$ cat src/rtl/shop_cmd_assembler_if.sv
// Byte-stream input and parallel command output bundle for shop_cmd_assembler.
// master: the byte source / command consumer side; slave: the assembler.
interface shop_cmd_assembler_if #(
    parameter int unsigned A_NUM_ASCII_CHARS = 7,
    parameter int unsigned U_NUM_BITS        = 4
);
    logic [7:0]                     i_byte;
    logic                           i_byte_vld;
    logic                           o_byte_rdy;
    logic [U_NUM_BITS-1:0]          o_u;
    logic [A_NUM_ASCII_CHARS*8-1:0] o_a;
    logic                           o_rdy;
    logic                           o_err;

    modport master (
        output i_byte, i_byte_vld,
        input  o_byte_rdy, o_u, o_a, o_rdy, o_err
    );

    modport slave (
        input  i_byte, i_byte_vld,
        output o_byte_rdy, o_u, o_a, o_rdy, o_err
    );
endinterface

$ cat src/rtl/shop_cmd_assembler.sv
// shop_cmd_assembler: parses "<hex user>:<command chars><LF>" lines from a
// byte stream into a parallel command word + user id for shop_v.
// Optional feature macro: SHOP_CMD_ERR_CNT_EN adds a saturating 8-bit
// count of dropped (malformed) lines on o_err_cnt.
module shop_cmd_assembler #(
    parameter int unsigned A_NUM_ASCII_CHARS = 7,
    parameter int unsigned U_NUM_BITS        = 4,
    parameter logic [7:0]  TERM_CHAR         = 8'h0A,
    parameter logic [7:0]  SEP_CHAR          = 8'h3A,
    parameter int unsigned HOLDOFF_CYCLES    = 4
) (
    input  logic                  i_clk,
    input  logic                  i_reset_n,
    shop_cmd_assembler_if.slave   bus
`ifdef SHOP_CMD_ERR_CNT_EN
    ,
    output logic [7:0]            o_err_cnt
`endif
);
    localparam int unsigned A_W   = A_NUM_ASCII_CHARS * 8;
    localparam int unsigned CNT_W = $clog2(A_NUM_ASCII_CHARS + 1);

    typedef enum logic [2:0] {
        ST_IDLE,
        ST_SEP,
        ST_CMD,
        ST_EMIT,
        ST_HOLD,
        ST_DRAIN
    } state_t;

    state_t                state;
    logic [A_W-1:0]        sr;
    logic [CNT_W-1:0]      cnt;
    logic [U_NUM_BITS-1:0] user;
    logic [3:0]            hold_cnt;
    logic [A_W-1:0]        a_q;
    logic [U_NUM_BITS-1:0] u_q;
    logic                  rdy_q;
    logic                  err_q;

    logic                  take;
    logic                  is_hex;
    logic [3:0]            hex_val;
    logic                  is_print;

    assign take     = bus.i_byte_vld && bus.o_byte_rdy;
    assign is_print = (bus.i_byte >= 8'h20) && (bus.i_byte <= 8'h7E);

    // Decode an upper-case hex digit into its value.
    always_comb begin
        is_hex  = 1'b0;
        hex_val = '0;
        if (bus.i_byte >= 8'h30 && bus.i_byte <= 8'h39) begin
            is_hex  = 1'b1;
            hex_val = 4'(bus.i_byte - 8'h30);
        end else if (bus.i_byte >= 8'h41 && bus.i_byte <= 8'h46) begin
            is_hex  = 1'b1;
            hex_val = 4'(bus.i_byte - 8'h37);
        end
    end

    // Line-parsing FSM with registered command outputs and strobes.
    // The command word is loaded on the edge that enters EMIT so that it is
    // valid in the same cycle as the o_rdy strobe (cycle after TERM).
    always_ff @(posedge i_clk) begin
        if (!i_reset_n) begin
            state    <= ST_IDLE;
            sr       <= '0;
            cnt      <= '0;
            user     <= '0;
            hold_cnt <= '0;
            a_q      <= '0;
            u_q      <= '0;
            rdy_q    <= 1'b0;
            err_q    <= 1'b0;
        end else begin
            rdy_q <= 1'b0;
            err_q <= 1'b0;
            case (state)
                ST_IDLE: begin
                    if (take) begin
                        if (is_hex) begin
                            user  <= U_NUM_BITS'(hex_val);
                            state <= ST_SEP;
                        end else if (bus.i_byte != TERM_CHAR) begin
                            state <= ST_DRAIN;
                        end
                    end
                end
                ST_SEP: begin
                    if (take) begin
                        if (bus.i_byte == SEP_CHAR) begin
                            sr    <= '0;
                            cnt   <= '0;
                            state <= ST_CMD;
                        end else if (bus.i_byte == TERM_CHAR) begin
                            err_q <= 1'b1;
                            state <= ST_IDLE;
                        end else begin
                            state <= ST_DRAIN;
                        end
                    end
                end
                ST_CMD: begin
                    if (take) begin
                        if (bus.i_byte == TERM_CHAR) begin
                            if (cnt != '0) begin
                                a_q   <= sr;
                                u_q   <= user;
                                rdy_q <= 1'b1;
                                state <= ST_EMIT;
                            end else begin
                                err_q <= 1'b1;
                                state <= ST_IDLE;
                            end
                        end else if (bus.i_byte == 8'h0D) begin
                            state <= ST_CMD;
                        end else if (is_print) begin
                            if (cnt < CNT_W'(A_NUM_ASCII_CHARS)) begin
                                sr  <= {sr[A_W-9:0], bus.i_byte};
                                cnt <= cnt + 1'b1;
                            end else begin
                                state <= ST_DRAIN;
                            end
                        end else begin
                            state <= ST_DRAIN;
                        end
                    end
                end
                ST_EMIT: begin
                    hold_cnt <= '0;
                    state    <= ST_HOLD;
                end
                ST_HOLD: begin
                    if (hold_cnt == 4'(HOLDOFF_CYCLES - 1)) begin
                        state <= ST_IDLE;
                    end else begin
                        hold_cnt <= hold_cnt + 1'b1;
                    end
                end
                ST_DRAIN: begin
                    if (take && bus.i_byte == TERM_CHAR) begin
                        err_q <= 1'b1;
                        state <= ST_IDLE;
                    end
                end
                default: state <= ST_IDLE;
            endcase
        end
    end

    assign bus.o_a   = a_q;
    assign bus.o_u   = u_q;
    assign bus.o_rdy = rdy_q;
    assign bus.o_err = err_q;

    // Input ready decoded from registered state; forced low during reset.
    assign bus.o_byte_rdy = i_reset_n &&
                            (state == ST_IDLE || state == ST_SEP ||
                             state == ST_CMD  || state == ST_DRAIN);

`ifdef SHOP_CMD_ERR_CNT_EN
    // Saturating count of dropped lines.
    always_ff @(posedge i_clk) begin
        if (!i_reset_n) begin
            o_err_cnt <= '0;
        end else if (err_q && o_err_cnt != 8'hFF) begin
            o_err_cnt <= o_err_cnt + 8'd1;
        end
    end
`endif

endmodule

$ cat src/flat_wrapper.sv
// flat-port wrapper written by rule: the top's interface ports become plain ports
module shop_cmd_assembler_flat 
#(
    parameter int unsigned A_NUM_ASCII_CHARS = 7,
    parameter int unsigned U_NUM_BITS        = 4,
    parameter logic [7:0]  TERM_CHAR         = 8'h0A,
    parameter logic [7:0]  SEP_CHAR          = 8'h3A,
    parameter int unsigned HOLDOFF_CYCLES    = 4
)
  (i_clk, i_reset_n, bus_i_byte, bus_i_byte_vld, bus_o_byte_rdy, bus_o_u, bus_o_a, bus_o_rdy, bus_o_err);
  shop_cmd_assembler_if #(.A_NUM_ASCII_CHARS(A_NUM_ASCII_CHARS), .U_NUM_BITS(U_NUM_BITS)) bus_i ();
  input  logic i_clk;
  input  logic i_reset_n;
  input wire logic [$bits(bus_i.i_byte)-1:0] bus_i_byte;
  input wire logic [$bits(bus_i.i_byte_vld)-1:0] bus_i_byte_vld;
  output wire logic [$bits(bus_i.o_byte_rdy)-1:0] bus_o_byte_rdy;
  output wire logic [$bits(bus_i.o_u)-1:0] bus_o_u;
  output wire logic [$bits(bus_i.o_a)-1:0] bus_o_a;
  output wire logic [$bits(bus_i.o_rdy)-1:0] bus_o_rdy;
  output wire logic [$bits(bus_i.o_err)-1:0] bus_o_err;
  assign bus_i.i_byte = bus_i_byte;
  assign bus_i.i_byte_vld = bus_i_byte_vld;
  assign bus_o_byte_rdy = bus_i.o_byte_rdy;
  assign bus_o_u = bus_i.o_u;
  assign bus_o_a = bus_i.o_a;
  assign bus_o_rdy = bus_i.o_rdy;
  assign bus_o_err = bus_i.o_err;
  shop_cmd_assembler #(.A_NUM_ASCII_CHARS(A_NUM_ASCII_CHARS), .U_NUM_BITS(U_NUM_BITS), .TERM_CHAR(TERM_CHAR), .SEP_CHAR(SEP_CHAR), .HOLDOFF_CYCLES(HOLDOFF_CYCLES)) u_core (.i_clk(i_clk), .i_reset_n(i_reset_n), .bus(bus_i));
endmodule
$ cat config.mk
export PLATFORM = sky130hd
export DESIGN_NAME = shop_cmd_assembler_flat
export DESIGN_NICKNAME = d
export VERILOG_FILES = /design/src/rtl/shop_cmd_assembler_if.sv /design/src/rtl/shop_cmd_assembler.sv /design/src/flat_wrapper.sv
export SDC_FILE = /design/constraint.sdc
export NUM_CORES = 1
export LEC_CHECK = 0
export CAP_MARGIN = 20
export CORE_MARGIN = 1.5
export CORE_UTILIZATION = 41
export CTS_CLUSTER_SIZE = 20
export DETAILED_ROUTE_END_ITERATION = 8
export DONT_BUFFER_PORTS = 1
export GPL_ROUTABILITY_DRIVEN = 0
export PLACE_DENSITY = 0.53
export SYNTH_ARGS = -nofsm -noshare
export SYNTH_HDL_FRONTEND = slang
export SYNTH_SLANG_ARGS = --single-unit
$ cat constraint.sdc
create_clock -name i_clk -period 2.9 [get_ports i_clk]
set_clock_uncertainty 0.15 [all_clocks]
set_input_delay 0.145 -clock i_clk [delete_from_list [all_inputs] [get_ports i_clk]]
set_output_delay 0.145 -clock i_clk [all_outputs]
set_load 0.05 [all_outputs]
Yosys cells after proc, flatten, opt, wreduce, memory -nomap -nowiden
Cells that the tools add are included.
W data, S select, Z words.

operators by class
  add/subtract/negate cells = 4
  multiply operators = 0
  divide/modulo/power cells = 0
  $lt $le $gt $ge = 7
  equal/unequal tests = 23
  shift operators = 0
  mux-type cells = 46
  bitwise logic cells = 0
  reductions and logical operators = 19

operators by type and width
  kind                  count
  $mux W56              7
  $pmux W56 S2          1
  $mux W3               20
  $pmux W3 S6           1
  $eq A8 B4 Y1 const B  2
  $ge A8 B6 Y1 const B  2
  $le A8 B7 Y1 const B  2
  $ne A2 B1 Y1 const B  8
  $mux W4               3
  $mux W1               10
  $eq A8 B6 Y1 const B  1
  $ge A8 B7 Y1 const B  1
  $le A8 B6 Y1 const B  1
  $ne A8 B4 Y1 const B  1
  $pmux W4 S2           1
  $reduce_and A4 Y1     2
  $reduce_and A8 Y1     1
  $reduce_and A7 Y1     1
  $eq A3 B2 Y1 const B  2
  $eq A3 B3 Y1 const B  2
  $logic_and A1 B1 Y1   6
  $ne A2 B2 Y1 const B  3
  $pmux W3 S2           1
  $ne A5 B5 Y1 const B  1
  16 further kinds      19

storage, ports and cells
  register bits after elaboration = 132
  bits in latches = 0
  bits in writable memories = 0
  bits in read-only memories = 0
  input port bits = 11
  output and inout bits = 63
  word-level logic and storage cells = 108
  memories kept = 0

Logic depth before layout (Yosys ltp)
  depth in word-level cells = 9
  depth in mapped cells = 11
  gate-level depth less buffers = 8

Least setup slack after synthesis
No wires, ideal clock.

  path kind = register to register
  start = register u_core.hold_cnt[0]
  end = register u_core.state[0]
  library setup time = 72 ps
  arrival = 1800 ps
  data required time = 2678 ps
  setup slack = 878 ps
  stages on the path, launching flop included = 7
  path buffers = 0
  period minus slack after synthesis = 2022 ps
  cells stage by stage = dfxtp_1 > ha_1 > inv_1 > o311a_1 > a311o_1 > a311oi_2 > mux2i_1

between the ends
  word-level cells in the longest chain between the ends = 3

RTL lines
  what                                line                       text
  start: declaration                  shop_cmd_assembler.sv:36   logic [3:0] hold_cnt;
  start signal: assignment            shop_cmd_assembler.sv:139  hold_cnt <= hold_cnt + 1'b1;
  $eq A4 B2 Y1                        shop_cmd_assembler.sv:136  if (hold_cnt == 4'(HOLDOFF_CYCLES - 1)) begin
  $ne A2 B1 Y1 (no source line)       -
  $reduce_and A7 Y1 (no source line)  -
  end signal: assignment              shop_cmd_assembler.sv:133  state <= ST_HOLD;
  end signal: assignment              shop_cmd_assembler.sv:137  state <= ST_IDLE;
  end signal: assignment              shop_cmd_assembler.sv:145  state <= ST_IDLE;
  end: declaration                    shop_cmd_assembler.sv:32   state_t state;

No other way between the ends.
A chain may end at the register's enable or synchronous reset.

Worst setup path in the final report
  start = register u_core.state[0]
  end = register u_core.sr[0]

between the ends
  word-level cells in the longest chain between the ends = 8
  elaborated cells between the ends (all ways) = 19
  those cells by class = eq/ne (10); mux (1); reduce/logical (8)

RTL lines
  what                                                     line                                                 text
  start signal: assignment                                 shop_cmd_assembler.sv:68                             state <= ST_IDLE;
  start signal: assignment                                 shop_cmd_assembler.sv:85                             state <= ST_SEP;
  start signal: assignment                                 shop_cmd_assembler.sv:87                             state <= ST_DRAIN;
  $eq A3 B1 Y1 / $logic_not A3 Y1 (equally long branches)  shop_cmd_assembler.sv:80, shop_cmd_assembler.sv:160
  $logic_or A1 B1 Y1 (2 in series)                         shop_cmd_assembler.sv:160                            (state == ST_IDLE || state == ST_SEP ||
  $logic_or A1 B1 Y1                                       shop_cmd_assembler.sv:161                            state == ST_CMD || state == ST_DRAIN);
  $logic_and A1 B1 Y1                                      shop_cmd_assembler.sv:159                            assign bus.o_byte_rdy = i_reset_n &&
  $logic_and A1 B1 Y1                                      shop_cmd_assembler.sv:47                             assign take = bus.i_byte_vld && bus.o_byte_rdy;
  $ne A2 B1 Y1 (no source line)                            -
  $reduce_and A8 Y1 (no source line)                       -
  end signal: assignment                                   shop_cmd_assembler.sv:121                            sr <= {sr[A_W-9:0], bus.i_byte};
  end: declaration                                         shop_cmd_assembler.sv:33                             logic [A_W-1:0] sr;

Parallel ways exist; a longest one is shown, timed or not.

==> results.cfg <==
[cells_and_area]
diodes = 0
nets = 662
drive_above_1_share_pct = 7.61
fin_cells = 829
multi_input_area_um2 = 2550
n_fill_cell = 1309
area_delta_synth_final_pct = 15.3
register_area_um2 = 2640

[worst_setup_path]
worst-path-buf-inv = 3
rrSetupSlack_ns = 0.13
cp_slowest_stage_delay_ns = 0.57
crit_chain = buf_4 > or3b_2 > nor2_1 > o21ai_4 > buf_4 > mux2i_1 > dlygate4sd3_1
start_kind = register
required_ns = 3.05
worstPathMaxFanout = 32
arrival_ns = 2.92
end_kind = register
crit_type = reg2reg
slowest_stage = dlygate4sd3_1
cpMostUsedCell = buf_4
cp_top_family = buffers and inverters

[drt]
top_layer = met4
num_vias = 4241
drt_iter0_markers = 244
drc = 0
routedLengthMet1_um = 6020
wl_met2_um = 5920
wl_per_cell_um = 15.4
wl_met3_um = 620
avgViaCountPerCell = 5.12
finalWirelength_um = 12700
ant_nets = 0
first_pass_iters = 4

[synth]
synth_edf_count = 0
synthFlopType = dfxtp_1
ys_types = 46
synth_seq_cells = 132
avgSynthCellArea_um2 = 8.45
syn_nets = 665
yosysSeqAreaShare_pct = 48.4
syn_inst = 647
ys_warn_count = 0
synth_area_um2 = 5460
async_reset_ff_share_pct = 0

[sta]
finalHoldViolations = 0
drv_slew = 0
fmax_mhz = 361
timing.final.crit_share_pct = 95.5
worst_slew_pin_slew_ns = 0.697
rsz0062_at_grt = no
finalSetupViolations = 0
maxSlewHeadroom_pct = 53.0
period_needed_ns = 2.77
fin_hold_ws_ns = 0.0301
fin_setup_tns_ns = 0

[clock_network]
clockBufferDepth = 2
cts-root-buf = clkbuf_16
cts_made_buffers = 17
cts_sinks = 132
clkTransAtPathRegs_ns = 0.05
clk_latency_ns = 0.42
cts_htree_levels = 4
post_cts_buffers = 0
tritoncts = done

[die]
rows = 41
ioPinCount = 74
die_area_um2 = 14000
die_h_um = 118
core_area_um2 = 12800
die-width_um = 118
start_util_pct = 42.6

[status]
outcome = finished, final reports clean

[global_routing]
overflow = 0
grt_max_degree = 71
grt_pass1_vias = 4137
antenna_found_initial = 0
track_usage_pct = 19.1
grt_pass1_wl_um = 21200

[placed_design]
io_buffers = 0
placed_cells = 779
dp_hpwl_um = 7860

[hold_path]
hold_path.class = in2reg

[job]
drv_cap = 0

[power_and_ir_drop]
powerDensity_nw_per_um2 = 687
p_leak_nw = 2.49
p_total_w = 0.00432
ir_drop_v = 0.000443
-- state kept, by name (all words and copies together), names as in the netlist --
signal            flops
u_core.sr            56
u_core.cnt            3
u_core.user           4
u_core.state          3
u_core.bus.o_rdy      1
u_core.bus.o_u        4
u_core.bus.o_a       56
u_core.hold_cnt       4
u_core.bus.o_err      1
-- layout make-up --
| class | count | area share (%) |
|---|---|---|
| sequential | 132 | 42.0 |
| multi-input combinational | 459 | 40.5 |
| clock buffer | 22 | 7.53 |
| timing repair buffer | 24 | 3.85 |
| tap | 172 | 3.42 |
| clock inverter | 10 | 2.05 |
| inverter | 10 | 0.675 |
-- power breakdown --
| part | switching [W] | internal (W) |
|---|---|---|
| registers | 0.0000287 | 0.00183 |
| logic | 0.000171 | 0.000117 |
| clock network | 0.000768 | 0.00141 |
| total | 0.000968 | 0.00336 |
-- Yosys cell counts (3+ instances only) --
cell type	n	area share, %
nand2_1	235	16
ha_1	7	1.6
xnor2_1	3	0.48
nor2b_1	5	0.57
dfxtp_1	132	48
mux2i_1	61	11
a22oi_1	3	0.41
o21ai_0	3	0.27
buf_6	8	1.6
nand3_1	13	1.2
inv_1	8	0.55
clkbuf_1	27	1.9
o21a_1	3	0.41
buf_2	9	0.82
and2_1	4	0.46
nor2_1	10	0.69
a21oi_1	69	6.3
and3_1	3	0.34
a211oi_1	7	0.96
xor2_1	3	0.48
nand4_1	4	0.46
-- cells in the final DEF (no fill, tap or decap), drive strengths merged, types with 10 or more instances in the layout --
cell type and instances:
nand3 13, inv 10, a21oi 69, nand2 235, dlygate4sd3 17, dfxtp 132, nor2 10, clkbuf 22
mux2i 61
-- worst min-delay path, delay by kind of cell --
family	cells	cell delay [ns]
AND/OR/NAND/NOR	2	0.17
XOR/XNOR	1	0.15
AO/OA/AOI/OAI	1	0.08
-- worst paths after layout --
check                  startpoint  depth (start not counted)                  to
setup / recovery  u_core.state[0]                          7        u_core.sr[0]
hold / removal      bus_i_byte[2]                          4      u_core.user[3]
hold reg to reg     u_core.sr[51]                          2  u_core.bus.o_a[51]
setup reg to reg  u_core.state[0]                          7        u_core.sr[0]
-- routing by layer --
metal / up-vias / GRT usage, %
met5: - / 0
met4: 0 / 7.30
met3: 15 / 5.84
met2: 72 / 30.1
met1: 2008 / 24.6
li1: 2146 / -
-- cells by family after synthesis --
| family | after synthesis | synth area share, % |
|---|---|---|
| adders and majority gates | 7 | 1.60 |
| and+or+nand+nor | 286 | 21.8 |
| muxes | 63 | 11.6 |
| AOI/OAI and AO/OA | 97 | 10.4 |
| DFF | 132 | 48.4 |
| xor gates and xnor gates | 6 | 0.962 |
| buffers and inverters | 56 | 5.27 |
-- repair_timing --
item                       in CTS  in global routing
gates resized for setup         0                  0
hold endpoints to repair       66                  0
setup endpoints to repair       0                  0
hold buffers                   18                  0
-- through the flow --
stage / cell area (um2) / util [%] / setup slack, ns
finish: 6300 / 49.1 / 0.130
detailed placement: 5500 / 42.9 / 0.419
CTS: 6300 / 49.1 / 0.144
global route: 6300 / 49.1 / 0.0171
floorplan: 5460 / - / 0.878
global placement: 5500 / 42.9 / 0.537
Note: power is estimated with default switching activity, not from simulation.
